--- config.mk ---
export PLATFORM = sky130hd
export DESIGN_NAME = cell_proc_arbiter
export DESIGN_NICKNAME = d
export VERILOG_FILES = /design/src/rtl/cell_proc_arbiter_pkg.sv /design/src/rtl/cell_proc_arbiter_cp.sv /design/src/rtl/cell_proc_arbiter.sv
export SDC_FILE = /design/constraint.sdc
export NUM_CORES = 1
export LEC_CHECK = 0
export BUFFER_PORTS_ARGS = -buffer_cell sky130_fd_sc_hd__buf_2
export CAP_MARGIN = 20
export CORE_ASPECT_RATIO = 1.2
export CORE_MARGIN = 1
export CORE_UTILIZATION = 56
export CTS_CLUSTER_DIAMETER = 100
export CTS_CLUSTER_SIZE = 24
export DETAILED_ROUTE_END_ITERATION = 6
export PLACE_DENSITY = 0.88
export SLEW_MARGIN = 5
export SYNTH_ARGS = -nofsm -noshare
export SYNTH_HDL_FRONTEND = slang
export SYNTH_HIERARCHICAL = 1
export SYNTH_SLANG_ARGS = --single-unit
--- constraint.sdc ---
create_clock -name clk -period 7.75 [get_ports clk]
set_clock_uncertainty 0.05 [all_clocks]
set_input_delay 0.775 -clock clk [delete_from_list [all_inputs] [get_ports clk]]
set_output_delay 0.775 -clock clk [all_outputs]
set_load 0.02 [all_outputs]
--- src/rtl/cell_proc_arbiter_pkg.sv ---
// Shared types for the cell-processing slice: pixel/instruction formats, the
// arithmetic model used by the datapath, and the arbiter's state and RR picker.
package cell_proc_arbiter_pkg;

    localparam int MAX_REQ  = 8;
    localparam int RR_IDX_W = 3;

    typedef logic [7:0] pixel_t;

    typedef enum logic [2:0] {
        OP_NOP  = 3'd0,
        OP_ADD  = 3'd1,
        OP_ADDI = 3'd2,
        OP_SUB  = 3'd3,
        OP_SUBI = 3'd4,
        OP_PASS = 3'd5
    } opcode_e;

    typedef struct packed {
        opcode_e op;
        pixel_t  imm;
        pixel_t  nb;
        pixel_t  center;
    } instruction_t;

    typedef enum logic [0:0] {
        ARB_EMPTY = 1'b0,
        ARB_FULL  = 1'b1
    } cell_arb_state_e;

    typedef struct packed {
        logic                found;
        logic [RR_IDX_W-1:0] idx;
    } rr_pick_t;

    // Pixel arithmetic wraps modulo 256.
    function automatic pixel_t cp_add(input pixel_t a, input pixel_t b);
        return a + b;
    endfunction

    function automatic pixel_t cp_addi(input pixel_t a, input pixel_t imm);
        return a + imm;
    endfunction

    function automatic pixel_t cp_sub(input pixel_t a, input pixel_t b);
        return a - b;
    endfunction

    function automatic pixel_t cp_subi(input pixel_t a, input pixel_t imm);
        return a - imm;
    endfunction

    // First set bit of valid searching from last+1 upward, wrapping at n.
    function automatic rr_pick_t rr_pick(input logic [MAX_REQ-1:0] valid,
                                         input logic [RR_IDX_W-1:0] last,
                                         input int n);
        rr_pick_t r;
        int       c;
        r = '0;
        for (int k = 1; k <= MAX_REQ; k++) begin
            if (k <= n && !r.found) begin
                c = int'(last) + k;
                if (c >= n) c = c - n;
                if (valid[c[RR_IDX_W-1:0]]) begin
                    r.found = 1'b1;
                    r.idx   = c[RR_IDX_W-1:0];
                end
            end
        end
        return r;
    endfunction

endpackage

--- src/rtl/cell_proc_arbiter_cp.sv ---
// CellProcessor datapath: one instruction in, one pixel out, combinationally,
// so the arbiter can capture the result on the same edge that accepts the instruction.
module cell_proc_arbiter_cp
    import cell_proc_arbiter_pkg::*;
(
    input  logic         clk,
    input  logic         rst,
    input  instruction_t iw,
    output pixel_t       result
);

    always_comb begin
        result = iw.center;
        case (iw.op)
            OP_ADD:  result = cp_add(iw.center, iw.nb);
            OP_ADDI: result = cp_addi(iw.center, iw.imm);
            OP_SUB:  result = cp_sub(iw.center, iw.nb);
            OP_SUBI: result = cp_subi(iw.center, iw.imm);
            default: result = iw.center;
        endcase
    end

    // The arbiter drives all-zero when idle, so the instruction is never unknown.
    a_iw_known: assert property (@(posedge clk) disable iff (rst) !$isunknown(iw));

endmodule

--- src/rtl/cell_proc_arbiter.sv ---
// Round-robin arbiter sharing one CellProcessor between NUM_REQ requesters,
// with a single registered, backpressured response channel.
//
// Handshakes: a transfer happens on a rising edge where valid and ready are both 1.
// req_ready[i] may depend combinationally on req_valid; req_valid never depends on
// req_ready. resp_result/resp_id are held stable while resp_valid=1 and resp_ready=0.
module cell_proc_arbiter
    import cell_proc_arbiter_pkg::*;
#(
    parameter int NUM_REQ = 4,
    parameter int ID_W    = $clog2(NUM_REQ),
    parameter int CNT_W   = 32
) (
    input  logic            clk,
    input  logic            rst,
    input  logic [NUM_REQ-1:0] req_valid,
    input  instruction_t    req_iw [NUM_REQ],
    output logic [NUM_REQ-1:0] req_ready,
    output logic            resp_valid,
    output logic [ID_W-1:0] resp_id,
    output pixel_t          resp_result,
    input  logic            resp_ready,
    output logic [CNT_W-1:0] issue_count,
    output cell_arb_state_e dbg_state
);

    localparam logic [0:0] ST_EMPTY = 1'(ARB_EMPTY);
    localparam logic [0:0] ST_FULL  = 1'(ARB_FULL);

    logic [0:0]          state;
    logic [RR_IDX_W-1:0] rr_last;
    logic [MAX_REQ-1:0]  valid_pad;
    rr_pick_t            pick;
    logic                can_issue;
    logic                issue;
    instruction_t        iw_sel;
    pixel_t              cp_result;

    assign valid_pad = MAX_REQ'(req_valid);
    assign pick      = rr_pick(valid_pad, rr_last, NUM_REQ);

    // A held response frees its slot on the same edge it is consumed.
    assign can_issue = (state == ST_EMPTY) | resp_ready;
    assign issue     = can_issue & pick.found & ~rst;
    assign req_ready = issue ? (NUM_REQ'(1) << pick.idx) : '0;

    always_comb begin
        iw_sel = '0;
        for (int i = 0; i < NUM_REQ; i++) begin
            if (req_ready[i]) iw_sel = req_iw[i];
        end
    end

    cell_proc_arbiter_cp u_cp (
        .clk    (clk),
        .rst    (rst),
        .iw     (iw_sel),
        .result (cp_result)
    );

    always_ff @(posedge clk) begin
        if (rst) begin
            state       <= ST_EMPTY;
            rr_last     <= RR_IDX_W'(NUM_REQ - 1);
            resp_id     <= '0;
            resp_result <= '0;
            issue_count <= '0;
        end else if (issue) begin
            state       <= ST_FULL;
            rr_last     <= pick.idx;
            resp_id     <= pick.idx[ID_W-1:0];
            resp_result <= cp_result;
            issue_count <= issue_count + CNT_W'(1);
        end else if (state == ST_FULL && resp_ready) begin
            state <= ST_EMPTY;
        end
    end

    assign resp_valid = (state == ST_FULL);
    assign dbg_state  = cell_arb_state_e'(state);

endmodule

==> flow_summary.json <==
{
  "gp_congestion": 0.982,
  "fp-row-count": 36,
  "ctsHoldBuffers": 0,
  "period_share_pct": 85.7,
  "grt_pass1_vias": 5239,
  "power_leakage_nw": 2.49,
  "synth_most_common_cell": "nor2_1",
  "grt_pass1_wl_um": 24200,
  "nets": 909,
  "crit_type": "reg2reg",
  "dr.pass1.iters": 5,
  "initial_core_util_pct": 58.5,
  "ys_ff_latch": 46,
  "yosys_warnings": 6,
  "overflow": 0,
  "max_freq_mhz": 151,
  "postCtsResizedCells": 0,
  "synth_area_leaders": "dfxtp_1 19%, a221o_1 6.0%, nor2_1 5.8%",
  "coreArea_um2": 8240,
  "grt_max_degree": 49,
  "syn_nets": 777,
  "synth_flop_cell": "dfxtp_1",
  "yosysSeqAreaShare_pct": 19.1,
  "async_flop_share_pct": 0,
  "cp-start-kind": "flop",
  "slew_headroom_pct": 27.7,
  "antenna_found_initial": 0,
  "synthDistinctLibCells": 66,
  "htree_levels": 2,
  "grt_use_total_pct": 32.7,
  "dpl_cell_area_um2": 5610,
  "synth_area_um2": 4830,
  "n_fill_cell": 701,
  "syn_inst": 649,
  "final-max-slew-violation-count": 0,
  "multiInputGateArea_um2": 3570,
  "root_buffer": "clkbuf_8",
  "port_buffers": 162,
  "crit_slowest_cell": "nor4_4",
  "post-cts-setup-buffer-count": 0,
  "cap_violations": 0,
  "placed_cells": 888,
  "insertion_delay_ps": 300,
  "dp_hpwl_um": 11400,
  "path_cells": "inv_2, ha_1, mux4_2, o21a_1, a221oi_4, nor4_4, a22o_1, o22a_1, nor2b_1, nor2_1, xnor2_1, a21o_1, a22oi_1, o21ai_0, ha_1, nor2b_1, o21ai_0, a21boi_0, o21a_1, o21a_1, o31ai_1, nand2_1, nand2_1",
  "drc": 0,
  "via_per_inst": 6.45,
  "setup_viol": 0,
  "final_area_um2": 5680,
  "layout-drive-gt1-share_pct": 25.5,
  "first_iter_violations": 557,
  "tritoncts": "done",
  "diodes": 0,
  "synth-edff-count": 0,
  "yosys.area.top_type": "dfxtp_1",
  "clkSinkCount": 46,
  "wl_um": 15300,
  "slowest_delay_ps": 850,
  "critPathCaptureType": "flop",
  "required_ps": 7950,
  "max-vdd-ir-drop_mv": 0.409,
  "status": "complete, no violations",
  "ioPinCount": 163,
  "cts_buffers": 5,
  "rsz0062_at_grt": "no",
  "final_cells": 895,
  "crit_fanout": 16,
  "wl_per_cell_um": 17.1,
  "synth_common_cells": "74 x nor2_1, 70 x nand2_1, 46 x dfxtp_1",
  "cts_buffer_depth": 2,
  "path_clk_slew_ps": 80,
  "die-area_um2": 8990,
  "worst_slew_pin_slew_ps": 1090,
  "dr_total_vias": 5776,
  "tns_ps": 0,
  "critPathTopFamily": "compound AO/OA/AOI/OAI gates",
  "syn_to_final_growth_pct": 17.8,
  "min_period_ps": 6640,
  "worstPathBufferInverterCount": 1,
  "die_w_um": 86.7,
  "die_height_um": 104,
  "cp_common_cell": "o21a_1",
  "totalPowerFinal_mw": 3.28,
  "hold_viol_final": 0,
  "register_area_um2": 921,
  "p_per_area_nw_per_um2": 577,
  "synth_top_area_share_pct": 19.1,
  "ant_nets": 0,
  "cp.arrival_ps": 6840,
  "hp-class": "reg2reg",
  "avgSynthCellArea_um2": 7.44
}
## final timing paths
check / depth (start not counted) / slack [ps] / end / start
worst max-delay path: 23 / 1110 / resp_result[6] / rr_last[0]
worst min-delay path: 2 / 430 / resp_id[1] / resp_id[1]
worst max register to register: 23 / 1110 / resp_result[6] / rr_last[0]
worst min register to register: 2 / 430 / resp_id[1] / resp_id[1]
## placed cells by master (no fill, tap or decap), types with 15 or more instances in the layout
master,n
buf_2,162
inv_1,20
a21oi_1,42
nor2_1,74
nand4_1,15
o22a_1,29
a22oi_1,31
o21ai_0,24
a221o_1,29
a22o_1,27
xor2_1,22
nand3_1,17
nand2_1,70
xnor2_1,15
dfxtp_1,46
## layer usage
layer  vias to the layer above  wire (um)  global-route usage (%)
li1                       2701          -                       -
met1                      2694       6460                    44.1
met2                       346       7190                    53.4
met3                        35       1390                    4.94
met4                         0        265                    9.64
met5                         -          0                       0
## where the power goes
group          internal (mW)  switching, mW  total (mW)
Combinational           1.17           1.67        2.84
Sequential             0.267         0.0328       0.300
Clock                 0.0623         0.0787       0.141
Total                   1.50           1.78        3.28
## final cells by class
type	count	share of cell area, %
Tap cell	114	2.51
Timing Repair Buffer	173	15.7
Multi-Input combinational cell	534	62.8
Inverter	21	1.39
Sequential cell	46	16.2
Clock buffer	7	1.34
## flip-flops by register name, indices dropped and copies added, names as in the netlist
| name | count |
|---|---|
| resp_id | 2 |
| rr_last | 3 |
| resp_result | 8 |
| dbg_state | 1 |
| issue_count | 32 |
## metrics by stage
stage / worst slack, ps / hold WS, ps / utilization (%)
floorplan: 2600 / 441 / -
global placement: 1490 / 409 / 68.0
detailed placement: 1230 / 410 / 68.0
CTS: 1220 / 430 / 69.0
global route: 651 / 443 / 69.0
finish: 1110 / 428 / 69.0
## tightest hold or removal path: cells and delay by family, from the launching register on
kind,cells,cell delay [ps]
DFF,1,310
and+or+nand+nor,2,130
## kinds of logic (layout without fill, tap and decap cells)
group	Yosys count	after routing	synth area share (%)
and+or+nand+nor	252	252	25.8
AOI/OAI and AO/OA	226	226	36.0
buffers and inverters	69	201	7.03
DFF	46	46	19.1
xor gates and xnor gates	37	37	6.72
adders and majority gates	13	13	3.53
muxes	6	6	1.84
(Power assumes the default switching activity.)
